<file path="src/rtl/state_deserializer_if.sv">
// Byte channel carrying a CSF frame into the deserializer.
// The source drives valid/data/last; the deserializer answers with ready.
interface state_deserializer_if;
  logic       in_valid;
  logic [7:0] in_data;
  logic       in_last;
  logic       in_ready;

  modport master (output in_valid, in_data, in_last, input in_ready);
  modport slave  (input in_valid, in_data, in_last, output in_ready);
endinterface

</file>
<file path="src/rtl/state_deserializer.sv">
// CSF byte-stream receiver: rebuilds module/variable records and trailer
// fields from a little-endian frame, one byte per accepted handshake.
module state_deserializer #(
  parameter int MAX_MODULES = 16,
  parameter int MAX_VARS    = 16
) (
  input  logic                  clk,
  input  logic                  rst,
  input  logic                  start,
  state_deserializer_if.slave   in_if,
  output logic                  busy,
  output logic                  done,
  output logic                  error,
  output logic [2:0]            err_code,
  output logic [15:0]           byte_count,
  output logic [31:0]           num_modules,
  output logic                  mod_we,
  output logic [7:0]            mod_idx,
  output logic [31:0]           mod_id,
  output logic [31:0]           mod_var_count,
  output logic                  var_we,
  output logic [7:0]            var_mod_idx,
  output logic [7:0]            var_idx,
  output logic [31:0]           var_data,
  output logic [31:0]           mu,
  output logic [31:0]           pc,
  output logic [31:0]           halted,
  output logic [31:0]           result,
  output logic [31:0]           program_hash
);

  typedef enum logic [3:0] {
    S_IDLE, S_NUM_MOD, S_MOD_ID, S_VAR_CNT, S_VAR, S_MU_LEN, S_MU_BYTES,
    S_PC, S_HALTED, S_RESULT, S_HASH, S_DONE, S_DRAIN, S_ERROR
  } state_e;

  state_e      state_q, state_d;
  logic [31:0] acc_q, acc_d;
  logic [1:0]  bidx_q, bidx_d;
  logic [2:0]  mu_len_q, mu_len_d;
  logic [8:0]  cur_mod_q, cur_mod_d;
  logic [8:0]  cur_var_q, cur_var_d;
  logic        done_q, done_d;
  logic        error_q, error_d;
  logic [2:0]  err_code_q, err_code_d;
  logic [15:0] byte_count_q, byte_count_d;
  logic [31:0] num_modules_q, num_modules_d;
  logic        mod_we_q, mod_we_d;
  logic [7:0]  mod_idx_q, mod_idx_d;
  logic [31:0] mod_id_q, mod_id_d;
  logic [31:0] mod_var_count_q, mod_var_count_d;
  logic        var_we_q, var_we_d;
  logic [7:0]  var_mod_idx_q, var_mod_idx_d;
  logic [7:0]  var_idx_q, var_idx_d;
  logic [31:0] var_data_q, var_data_d;
  logic [31:0] mu_q, mu_d;
  logic [31:0] pc_q, pc_d;
  logic [31:0] halted_q, halted_d;
  logic [31:0] result_q, result_d;
  logic [31:0] program_hash_q, program_hash_d;

  logic        parsing, ready, accept, field_done, last_mod;
  logic [31:0] field_val;
  logic [8:0]  mod_next;
  logic [2:0]  cerr;

  assign parsing   = (state_q >= S_NUM_MOD) && (state_q <= S_HASH);
  assign ready     = parsing || (state_q == S_DRAIN);
  assign accept    = in_if.in_valid && ready;
  // Accumulator is cleared at field start, so OR-ing in the new byte is exact.
  assign field_val = acc_q | (32'(in_if.in_data) << {bidx_q, 3'b000});
  assign mod_next  = cur_mod_q + 9'd1;
  assign last_mod  = (mod_next == num_modules_q[8:0]);

  always_comb begin
    field_done = 1'b0;
    case (state_q)
      S_MU_LEN:   field_done = 1'b1;
      S_MU_BYTES: field_done = ({1'b0, bidx_q} == (mu_len_q - 3'd1));
      default:    field_done = (bidx_q == 2'd3);
    endcase
  end

  always_comb begin
    cerr = 3'd0;
    if (field_done) begin
      case (state_q)
        S_NUM_MOD: if (field_val > 32'(MAX_MODULES)) cerr = 3'd1;
        S_VAR_CNT: if (field_val > 32'(MAX_VARS)) cerr = 3'd2;
        S_MU_LEN:  if ((in_if.in_data == 8'd0) || (in_if.in_data > 8'd4)) cerr = 3'd3;
        default:   cerr = 3'd0;
      endcase
    end
  end

  always_comb begin
    state_d         = state_q;
    acc_d           = acc_q;
    bidx_d          = bidx_q;
    mu_len_d        = mu_len_q;
    cur_mod_d       = cur_mod_q;
    cur_var_d       = cur_var_q;
    done_d          = done_q;
    error_d         = error_q;
    err_code_d      = err_code_q;
    byte_count_d    = byte_count_q;
    num_modules_d   = num_modules_q;
    mod_we_d        = 1'b0;
    mod_idx_d       = mod_idx_q;
    mod_id_d        = mod_id_q;
    mod_var_count_d = mod_var_count_q;
    var_we_d        = 1'b0;
    var_mod_idx_d   = var_mod_idx_q;
    var_idx_d       = var_idx_q;
    var_data_d      = var_data_q;
    mu_d            = mu_q;
    pc_d            = pc_q;
    halted_d        = halted_q;
    result_d        = result_q;
    program_hash_d  = program_hash_q;

    case (state_q)
      S_IDLE, S_DONE, S_ERROR: begin
        if (start) begin
          done_d       = 1'b0;
          error_d      = 1'b0;
          err_code_d   = 3'd0;
          byte_count_d = 16'd0;
          mod_idx_d    = 8'd0;
          var_idx_d    = 8'd0;
          cur_mod_d    = 9'd0;
          cur_var_d    = 9'd0;
          acc_d        = 32'd0;
          bidx_d       = 2'd0;
          state_d      = S_NUM_MOD;
        end
      end
      S_DRAIN: begin
        if (accept) begin
          if (byte_count_q != 16'hFFFF) byte_count_d = byte_count_q + 16'd1;
          if (in_if.in_last) state_d = S_ERROR;
        end
      end
      default: begin
        if (accept) begin
          if (byte_count_q != 16'hFFFF) byte_count_d = byte_count_q + 16'd1;
          if (field_done) begin
            acc_d  = 32'd0;
            bidx_d = 2'd0;
          end else begin
            acc_d  = field_val;
            bidx_d = bidx_q + 2'd1;
          end
          if (state_q == S_NUM_MOD && field_done) num_modules_d = field_val;

          // Content errors outrank truncation on the same byte.
          if (cerr != 3'd0) begin
            error_d    = 1'b1;
            err_code_d = cerr;
            state_d    = in_if.in_last ? S_ERROR : S_DRAIN;
          end else if (in_if.in_last && !(state_q == S_HASH && field_done)) begin
            error_d    = 1'b1;
            err_code_d = 3'd4;
            state_d    = S_ERROR;
          end else if (field_done) begin
            case (state_q)
              S_NUM_MOD: state_d = (field_val == 32'd0) ? S_MU_LEN : S_MOD_ID;
              S_MOD_ID: begin
                mod_id_d = field_val;
                state_d  = S_VAR_CNT;
              end
              S_VAR_CNT: begin
                mod_we_d        = 1'b1;
                mod_idx_d       = cur_mod_q[7:0];
                mod_var_count_d = field_val;
                cur_var_d       = 9'd0;
                if (field_val == 32'd0) begin
                  cur_mod_d = mod_next;
                  state_d   = last_mod ? S_MU_LEN : S_MOD_ID;
                end else begin
                  state_d = S_VAR;
                end
              end
              S_VAR: begin
                var_we_d      = 1'b1;
                var_data_d    = field_val;
                var_idx_d     = cur_var_q[7:0];
                var_mod_idx_d = cur_mod_q[7:0];
                if ((cur_var_q + 9'd1) == mod_var_count_q[8:0]) begin
                  cur_var_d = 9'd0;
                  cur_mod_d = mod_next;
                  state_d   = last_mod ? S_MU_LEN : S_MOD_ID;
                end else begin
                  cur_var_d = cur_var_q + 9'd1;
                end
              end
              S_MU_LEN: begin
                mu_len_d = in_if.in_data[2:0];
                state_d  = S_MU_BYTES;
              end
              S_MU_BYTES: begin
                mu_d    = field_val;
                state_d = S_PC;
              end
              S_PC: begin
                pc_d    = field_val;
                state_d = S_HALTED;
              end
              S_HALTED: begin
                halted_d = field_val;
                state_d  = S_RESULT;
              end
              S_RESULT: begin
                result_d = field_val;
                state_d  = S_HASH;
              end
              S_HASH: begin
                program_hash_d = field_val;
                if (in_if.in_last) begin
                  done_d  = 1'b1;
                  state_d = S_DONE;
                end else begin
                  error_d    = 1'b1;
                  err_code_d = 3'd5;
                  state_d    = S_DRAIN;
                end
              end
              default: state_d = state_q;
            endcase
          end
        end
      end
    endcase
  end

  always_ff @(posedge clk or posedge rst) begin
    if (rst) begin
      state_q         <= S_IDLE;
      acc_q           <= '0;
      bidx_q          <= '0;
      mu_len_q        <= '0;
      cur_mod_q       <= '0;
      cur_var_q       <= '0;
      done_q          <= 1'b0;
      error_q         <= 1'b0;
      err_code_q      <= '0;
      byte_count_q    <= '0;
      num_modules_q   <= '0;
      mod_we_q        <= 1'b0;
      mod_idx_q       <= '0;
      mod_id_q        <= '0;
      mod_var_count_q <= '0;
      var_we_q        <= 1'b0;
      var_mod_idx_q   <= '0;
      var_idx_q       <= '0;
      var_data_q      <= '0;
      mu_q            <= '0;
      pc_q            <= '0;
      halted_q        <= '0;
      result_q        <= '0;
      program_hash_q  <= '0;
    end else begin
      state_q         <= state_d;
      acc_q           <= acc_d;
      bidx_q          <= bidx_d;
      mu_len_q        <= mu_len_d;
      cur_mod_q       <= cur_mod_d;
      cur_var_q       <= cur_var_d;
      done_q          <= done_d;
      error_q         <= error_d;
      err_code_q      <= err_code_d;
      byte_count_q    <= byte_count_d;
      num_modules_q   <= num_modules_d;
      mod_we_q        <= mod_we_d;
      mod_idx_q       <= mod_idx_d;
      mod_id_q        <= mod_id_d;
      mod_var_count_q <= mod_var_count_d;
      var_we_q        <= var_we_d;
      var_mod_idx_q   <= var_mod_idx_d;
      var_idx_q       <= var_idx_d;
      var_data_q      <= var_data_d;
      mu_q            <= mu_d;
      pc_q            <= pc_d;
      halted_q        <= halted_d;
      result_q        <= result_d;
      program_hash_q  <= program_hash_d;
    end
  end

  assign in_if.in_ready = ready;
  assign busy           = ready;
  assign done           = done_q;
  assign error          = error_q;
  assign err_code       = err_code_q;
  assign byte_count     = byte_count_q;
  assign num_modules    = num_modules_q;
  assign mod_we         = mod_we_q;
  assign mod_idx        = mod_idx_q;
  assign mod_id         = mod_id_q;
  assign mod_var_count  = mod_var_count_q;
  assign var_we         = var_we_q;
  assign var_mod_idx    = var_mod_idx_q;
  assign var_idx        = var_idx_q;
  assign var_data       = var_data_q;
  assign mu             = mu_q;
  assign pc             = pc_q;
  assign halted         = halted_q;
  assign result         = result_q;
  assign program_hash   = program_hash_q;

endmodule

</file>
<file path="src/flat_wrapper.sv">
// flat-port wrapper written by rule: the top's interface ports become plain ports
module state_deserializer_flat 
#(
  parameter int MAX_MODULES = 16,
  parameter int MAX_VARS    = 16
)
  (clk, rst, start, busy, done, error, err_code, byte_count, num_modules, mod_we, mod_idx, mod_id, mod_var_count, var_we, var_mod_idx, var_idx, var_data, mu, pc, halted, result, program_hash, in_if_in_valid, in_if_in_data, in_if_in_last, in_if_in_ready);
  state_deserializer_if in_if_i ();
  input  logic clk;
  input  logic rst;
  input  logic start;
  output logic busy;
  output logic done;
  output logic error;
  output logic [2:0] err_code;
  output logic [15:0] byte_count;
  output logic [31:0] num_modules;
  output logic mod_we;
  output logic [7:0] mod_idx;
  output logic [31:0] mod_id;
  output logic [31:0] mod_var_count;
  output logic var_we;
  output logic [7:0] var_mod_idx;
  output logic [7:0] var_idx;
  output logic [31:0] var_data;
  output logic [31:0] mu;
  output logic [31:0] pc;
  output logic [31:0] halted;
  output logic [31:0] result;
  output logic [31:0] program_hash;
  input wire logic [$bits(in_if_i.in_valid)-1:0] in_if_in_valid;
  input wire logic [$bits(in_if_i.in_data)-1:0] in_if_in_data;
  input wire logic [$bits(in_if_i.in_last)-1:0] in_if_in_last;
  output wire logic [$bits(in_if_i.in_ready)-1:0] in_if_in_ready;
  assign in_if_i.in_valid = in_if_in_valid;
  assign in_if_i.in_data = in_if_in_data;
  assign in_if_i.in_last = in_if_in_last;
  assign in_if_in_ready = in_if_i.in_ready;
  state_deserializer #(.MAX_MODULES(MAX_MODULES), .MAX_VARS(MAX_VARS)) u_core (.clk(clk), .rst(rst), .start(start), .in_if(in_if_i), .busy(busy), .done(done), .error(error), .err_code(err_code), .byte_count(byte_count), .num_modules(num_modules), .mod_we(mod_we), .mod_idx(mod_idx), .mod_id(mod_id), .mod_var_count(mod_var_count), .var_we(var_we), .var_mod_idx(var_mod_idx), .var_idx(var_idx), .var_data(var_data), .mu(mu), .pc(pc), .halted(halted), .result(result), .program_hash(program_hash));
endmodule
</file>
<file path="config.mk">
export PLATFORM = sky130hd
export DESIGN_NAME = state_deserializer_flat
export DESIGN_NICKNAME = d
export VERILOG_FILES = /design/src/rtl/state_deserializer_if.sv /design/src/rtl/state_deserializer.sv /design/src/flat_wrapper.sv
export SDC_FILE = /design/constraint.sdc
export NUM_CORES = 1
export LEC_CHECK = 0
export ABC_AREA = 1
export BUFFER_PORTS_ARGS = -buffer_cell sky130_fd_sc_hd__buf_4
export CAP_MARGIN = 10
export CORE_MARGIN = 2
export CORE_UTILIZATION = 49
export CTS_CLUSTER_DIAMETER = 200
export DETAILED_ROUTE_END_ITERATION = 10
export PLACE_DENSITY = 0.76
export SLEW_MARGIN = 20
export SYNTH_ARGS = -nofsm -noshare
export SYNTH_HDL_FRONTEND = slang
export SYNTH_SLANG_ARGS = --single-unit
</file>
<file path="constraint.sdc">
create_clock -name clk -period 12.7 [get_ports clk]
set_input_delay 1.27 -clock clk [delete_from_list [all_inputs] [get_ports clk]]
set_output_delay 1.27 -clock clk [all_outputs]
set_load 0.01 [all_outputs]
</file>
Yosys cells after proc, flatten, opt, wreduce, memory -nomap -nowiden
Index checks and enable logic that the tools add are counted.
Word-level totals
  register bits after elaboration: 394
  bits in latches: 0
  RAM bits: 0
  ROM bits: 0
  input port bits: 13
  output and inout port bits: 337
  logic and storage cells: 208
  memories kept: 0
Cells by class
  $add $sub $neg: 5
  multipliers: 0
  div/mod/pow operators: 0
  magnitude comparators: 4
  eq/ne operators: 27
  shifts and indexed selects: 1
  multiplexer cells: 97
  bitwise operators: 5
  reductions and logical operators: 45
Operators with widths (number)
  two-way mux 9 bit: 12
  two-way mux 32 bit: 3
  two-way mux 8 bit: 11
  one-hot mux 9 bit (2 select lines): 4
  two-way mux 16 bit: 4
  one-hot mux 32 bit (2 select lines): 1
  AND reduction 6 bit: 10
  one-hot mux 4 bit (10 select lines): 1
  two-way mux 4 bit: 9
  two-way mux 3 bit: 11
  > comparator 32 x 5 -> 1 bit, second input constant: 1
  zero test 32 bit: 1
  OR 32 bit: 1
  one-hot mux 8 bit (2 select lines): 2
  left shift 8 x 5 -> 32 bit: 1
  AND reduction 7 bit: 4
  two-way mux 1 bit: 27
  == test 4 bit, second input constant: 6
  adder 9 x 1 -> 9 bit, second input constant: 2
  == test 9 bit: 2
  adder 16 x 1 -> 16 bit, second input constant: 1
  == test 4 x 3 -> 1 bit, second input constant: 4
  inequality test 16 bit, second input constant: 1
  nonzero test 14 bit: 1
  other kinds (35): 64

Logic depth before layout (Yosys ltp)
  depth after elaboration: 10
  depth in mapped cells: 21
  depth with buffers taken out: 19

Worst setup path before layout
No wires, ideal clock.
  path kind: input-to-reg
  from: in in_if_in_data[1]
  to: reg u_core.program_hash_q[21], in the netlist u_core.program_hash[21]
  setup time: 0.119 ns
  arrival time: 2.976 ns
  data required time: 12.581 ns
  setup slack: 9.605 ns
  stages: 18
  cells stage by stage: nand2_1 nor2_1 nor2_2 nand2_1 nor2_1 nand2_1 nor2_1 nand3_1 nand2_1 nand2_1 nand2_2 nand2_4 nor2_8 buf_8 nand3_4 buf_2 nand2_1 o21ai_2
On the way
  word-level cells in the longest chain between the ends: 9
Ends and longest elaborated chain
  start, declared: RTL line flat_wrapper.sv:32  | input wire logic [$bits(in_if_i.in_data)-1:0] in_if_in_data;
  left shift 8 x 5 -> 32 bit: RTL line state_deserializer.sv:71  | assign field_val = acc_q | (32'(in_if.in_data) << {bidx_q, 3'b000});
  OR 32 bit: RTL line state_deserializer.sv:71
  > comparator 32 x 5 -> 1 bit: RTL line state_deserializer.sv:88, state_deserializer.sv:89
  two-way mux 1 bit / two-way mux 2 bit (equally long branches): RTL line state_deserializer.sv:88, state_deserializer.sv:89
  one-hot mux 3 bit (3 select lines) (*): RTL line state_deserializer.sv:87  | case (state_q)
  two-way mux 3 bit (*): RTL line state_deserializer.sv:86  | if (field_done) begin
  nonzero test 3 bit (*): RTL line state_deserializer.sv:157  | if (cerr != 3'd0) begin
  inverter 1 bit (no source line) (*)
  AND reduction 6 bit (no source line) (*)
  end signal, assigned: RTL line state_deserializer.sv:286  | program_hash_q <= program_hash_d;
  end, declared: RTL line state_deserializer.sv:60  | logic [31:0] program_hash_q, program_hash_d;
Mark *: on every way between the ends. The rest lies on a longest branch, timed or not.
A chain may end at the register's enable or synchronous reset.

Worst setup path in the final report
  from: reg u_core.bidx_q[1]
  to: reg u_core.var_data_q[29], in the netlist u_core.var_data[29]
On the way
  word-level cells in the longest chain between the ends: 9
Ends and longest elaborated chain
  start, declared: RTL line state_deserializer.sv:39  | logic [1:0] bidx_q, bidx_d;
  start signal, assigned: RTL line state_deserializer.sv:265  | bidx_q <= bidx_d;
  left shift 8 x 5 -> 32 bit: RTL line state_deserializer.sv:71
  OR 32 bit: RTL line state_deserializer.sv:71
  > comparator 32 x 5 -> 1 bit: RTL line state_deserializer.sv:88, state_deserializer.sv:89
  two-way mux 1 bit / two-way mux 2 bit (equally long branches): RTL line state_deserializer.sv:88, state_deserializer.sv:89
  one-hot mux 3 bit (3 select lines): RTL line state_deserializer.sv:87
  two-way mux 3 bit: RTL line state_deserializer.sv:86
  nonzero test 3 bit: RTL line state_deserializer.sv:157
  inverter 1 bit (no source line)
  AND reduction 6 bit (no source line)
  end signal, assigned: RTL line state_deserializer.sv:281  | var_data_q <= var_data_d;
  end, declared: RTL line state_deserializer.sv:55  | logic [31:0] var_data_q, var_data_d;
Several ways; a longest one is shown, not always the timed one.

==> results.txt <==
The run finished with clean final reports. IR analysis of the VDD net gives a maximum drop of 0.123 mV. Counting every sink on the clock net gives 394.

Global routing used 27.2% of the available tracks. The run gives 0 as the number of max-slew violations in the final report. The multiplexer area fraction after synthesis works out to 0%. Setup repair after global routing left no endpoint under its margin. After detailed routing, the number of remaining DRC violations is 0.

For the worst-case register-to-register setup slack, the log shows 8600 ps. In this run the remaining antenna-violating nets after routing total 0. The signed area change from the synthesized netlist to the final layout was 25.0%; the achievable frequency was 0.244 GHz. Startpoint of the most critical setup path: u_core.bidx_q[1]$_DFFE_PP0P_. In this run the biggest area consumer among cell types represents 59.8% of the synthesized area. The worst setup path is of the register to register kind.

For the pin count of the biggest net entering global routing, the log shows 183. The logs give 28.5% for the max-slew headroom at the worst pin and 33.2 mm for the half-perimeter wire length after placement. For the number of warnings reported in the yosys synthesis log, the log shows 0. In this run, placement finished with an instance count of 2586.

The number of hold buffers added after cts came out at 0. Across the run, the number of max-cap violations was 0. In the final routed layout, each cell accounts on average for 18.2 um. The logs give 5 for the number of iterations in the first detailed-routing pass and 41 for the clock buffer count from CTS. The number of placement rows was 67; the die outline area was 0.0352 mm^2. The top cell types in the final layout, fill and taps aside, are sky130_fd_sc_hd__nand2_1, sky130_fd_sc_hd__dfrtp_1, sky130_fd_sc_hd__buf_4, sky130_fd_sc_hd__o21ai_0, sky130_fd_sc_hd__o21ai_1.

For this run the aggregate overflow at the end of global routing stands at 0. The critical path goes through inv_2, nand3_1, nand2_1, inv_2, nand4_1, nor2_1, nand3_1, nand2_1, nand2_1, nand2_2, nand2_4, nor2_8, nand3_2, buf_4, nand2_1, o21ai_0. The die extent in x was 187 um.

The number of nets at the end of the flow is 2198, and the level count of the clock H-tree is 2. The power density over cell area is 231 mW/mm^2, and the detailed-route via count is 14100. The worst-case reg-to-reg path depth works out to 16. The register clock-pin slew on the reported worst setup and hold paths was 60 ps. The run gives 13080 ps as the critical path required time.

The synthesized netlist devotes 0.478% of its cell area to XOR and XNOR gates. The synthesized cell area was 0.0165 mm^2; the minimum period implied by the final worst setup slack was 4100 ps. The predominant post-synthesis flop cell is sky130_fd_sc_hd__dfrtp_1. For the static power due to leakage, the log shows 0.0104 uW.

The overall power after layout is 4760 uW. The path type of the worst min-delay path is register to register. The core region is 0.0334 mm^2. TritonCTS built the clock tree. The data arrival time of the critical path is 4490 ps, and the number of DRC markers after the initial detailed-route iteration is 1303.

The critical path capture point type was a register. For the number of setup violations in the final report, the log shows 0. After clock tree synthesis, the repair step resized 0 gates.

Summing the sequential cell areas from Yosys gives 59.8% of the chip area. For the number of global-route vias before repair, the log shows 13200. The average vias per placed instance was 5.31. Count of buffers inserted at the top-level ports: 349. The utilization after layout was 61.8%; the number of buffer and inverter stages on the critical path was 3. For this block, the routed nets add up to 48.4 mm of wire.

Worst reg2reg path startpoint: u_core.bidx_q[1]$_DFFE_PP0P_. Counting flops with an async set or reset pin after synthesis yields a share of 100%. The buffer levels on the longest clock path is 3. The most critical setup path has its endpoint at u_core.var_data[29]$_DFFE_PP0P_. By instance count, the cell type seen most on the critical path is sky130_fd_sc_hd__nand2_1. Across the whole layout, storage elements account for 0.00986 mm^2.

Summing the areas of all compound-gate instances in the mapped netlist gives 12.2% of the synthesized area. Number of primary I/O pins: 350. In this run the worst path has a maximum fanout of 56.

Number of enable flip-flop cells after synthesis: 0. After routing, the total negative slack on setup checks comes to 0 ps. The end of the worst register-to-register path is u_core.var_data[29]$_DFFE_PP0P_.

The critical path depth came out at 16. The kind of cell with the highest combined delay on the critical path is simple AND/OR/NAND/NOR gates. Largest family of logic cells by synthesized area: simple AND/OR/NAND/NOR gates.

Once the clock tree was built, the setup fixing pass inserted 0 buffers. The adder and majority gate portion of the synthesized area came out at 0.303%. The post-synthesis cell type with the largest combined area was sky130_fd_sc_hd__dfrtp_1. The finished layout holds 2658 standard cells, fillers aside. In the final layout, the multi-input gates occupy 0.00558 mm^2. The number of antenna violations at the first check in global routing was 0; the final setup slack of the worst path was 8600 ps. The highest-delay cell along the critical path was sky130_fd_sc_hd__dfrtp_1. Summing the areas of all and, or, nand and nor instances in the mapped netlist gives 20.7% of the synthesized area.

Before CTS, the worst setup slack after placement is 7950 ps. Synthesis produced 1865 cells. Global-route wire length before repair: 75.1 mm. In the finished design, the share of the clock period the worst path needs comes to 32.3%.

The effective utilization at floorplan is 49.4%, and the measured slew at the worst slew-check pin is 1070 ps. A synthesized cell averages 8.85 um^2. STA classifies the critical path startpoint as a register. Routability-driven placement finished with a final weighted congestion of 0.890. The tools report the clock network latency to the later pin of the worst-skew pair as 550 ps.

Of the cells placed in the final design, the portion with a size suffix greater than 1 is 21.6%. The number of nets handed over by synthesis was 1882. The logs give 0 for the final-report hold violation count and 2856 for the number of fillers in the final layout.

The die is 187 um tall. After synthesis, the netlist uses 42 different library cells. For the final database, setup skew stands at 23.9 ps. Synthesis inferred 394 register bits. The tools report the root buffer cell as sky130_fd_sc_hd__clkbuf_16.

Leaving out fill and tap cells, the most frequent cell in the layout is sky130_fd_sc_hd__nand2_1. On the worst path, the slowest cell contributes a delay of 860 ps. By area the synthesized netlist is led by sky130_fd_sc_hd__dfrtp_1, sky130_fd_sc_hd__nand2_1, sky130_fd_sc_hd__o21ai_0.
worst min-delay path, cell delays in order (launching register included):
cell and delay [ps]:
sky130_fd_sc_hd__dfrtp_1 340, sky130_fd_sc_hd__nand2_1 60, sky130_fd_sc_hd__o21ai_2 50
layer usage:
layer / vias to the layer above / GRT usage (%) / routed length, um
li1: 6659 / - / -
met2: 550 / 42.8 / 22500
met1: 6792 / 37.3 / 20200
met3: 116 / 5.28 / 3560
met4: 0 / 11.5 / 2070
met5: - / 0 / 0
flip-flops by register name (all words and copies together), names as in the netlist, 2 cells and up:
signal and count:
u_core.mod_id 32, u_core.acc_q 32, u_core.program_hash 32, u_core.bidx_q 2, u_core.state_q 4, u_core.byte_count 16
u_core.var_idx 8, u_core.pc 32, u_core.cur_var_q 9, u_core.halted 32, u_core.cur_mod_q 9, u_core.mu_len_q 3
u_core.var_data 32, u_core.mod_var_count 32, u_core.err_code 3, u_core.mu 32, u_core.num_modules 32, u_core.result 32
u_core.var_mod_idx 8, u_core.mod_idx 8
how the worst min path moves through the flow:
stage,depth (start not counted),endpoint,startpoint
3_5_place_dp,2,u_core.program_hash[23]$_DFFE_PP0P_,u_core.program_hash[23]$_DFFE_PP0P_
4_1_cts,2,u_core.program_hash[23]$_DFFE_PP0P_,u_core.program_hash[23]$_DFFE_PP0P_
2_1_floorplan,2,u_core.mu_len_q[0]$_DFFE_PP0P_,u_core.mu_len_q[0]$_DFFE_PP0P_
5_1_grt,2,u_core.program_hash[23]$_DFFE_PP0P_,u_core.program_hash[23]$_DFFE_PP0P_
3_3_place_gp,2,u_core.mu_len_q[0]$_DFFE_PP0P_,u_core.mu_len_q[0]$_DFFE_PP0P_
6_report,2,u_core.program_hash[21]$_DFFE_PP0P_,u_core.program_hash[21]$_DFFE_PP0P_
area by class of cell:
cell class | instances | area share, %
diodes | 2 | 0.0243
clock buffers | 60 | 5.67
clock inverters | 10 | 0.540
inverters | 172 | 3.17
multi-input cells | 1216 | 27.0
flip-flops and latches | 394 | 47.8
well taps | 448 | 2.72
repair buffers | 356 | 13.0
cell families (layout without fill, tap and decap cells):
kind of cell / after synthesis / count (layout)
AOI/OAI and AO/OA: 389 / 389
other: 0 / 2
xor gates and xnor gates: 9 / 9
DFF: 394 / 394
adders and majority gates: 4 / 4
and+or+nand+nor: 814 / 814
buffers and inverters: 255 / 598
per-stage QoR:
stage | instance area [um^2] | hold slack, ps
finish | 20600 | 483
global route | 20600 | 503
CTS | 20600 | 485
detailed placement | 19300 | 470
global placement | 19300 | 459
floorplan | 16500 | 442
where the power goes:
part / internal, uW / switching [uW] / total, uW
Clock: 662 / 493 / 1150
Sequential: 1570 / 231 / 1800
Combinational: 637 / 1160 / 1800
synth_stat cells, types with 5 or more instances:
master                     number
sky130_fd_sc_hd__nor2_1       128
sky130_fd_sc_hd__nor2_2         5
sky130_fd_sc_hd__nor3_1        10
sky130_fd_sc_hd__o21ai_1      167
sky130_fd_sc_hd__inv_2         26
sky130_fd_sc_hd__buf_2         31
sky130_fd_sc_hd__dfrtp_1      394
sky130_fd_sc_hd__o21ai_0      181
sky130_fd_sc_hd__a21oi_1       20
sky130_fd_sc_hd__nand2_1      528
sky130_fd_sc_hd__nand2_2        5
sky130_fd_sc_hd__o21ai_2        9
sky130_fd_sc_hd__xor2_1         7
sky130_fd_sc_hd__buf_4          5
sky130_fd_sc_hd__inv_1        144
sky130_fd_sc_hd__buf_6          8
sky130_fd_sc_hd__nand4_1       30
sky130_fd_sc_hd__clkbuf_1      31
sky130_fd_sc_hd__buf_1          7
sky130_fd_sc_hd__nand3_1       90
(Power assumes the default switching activity.)
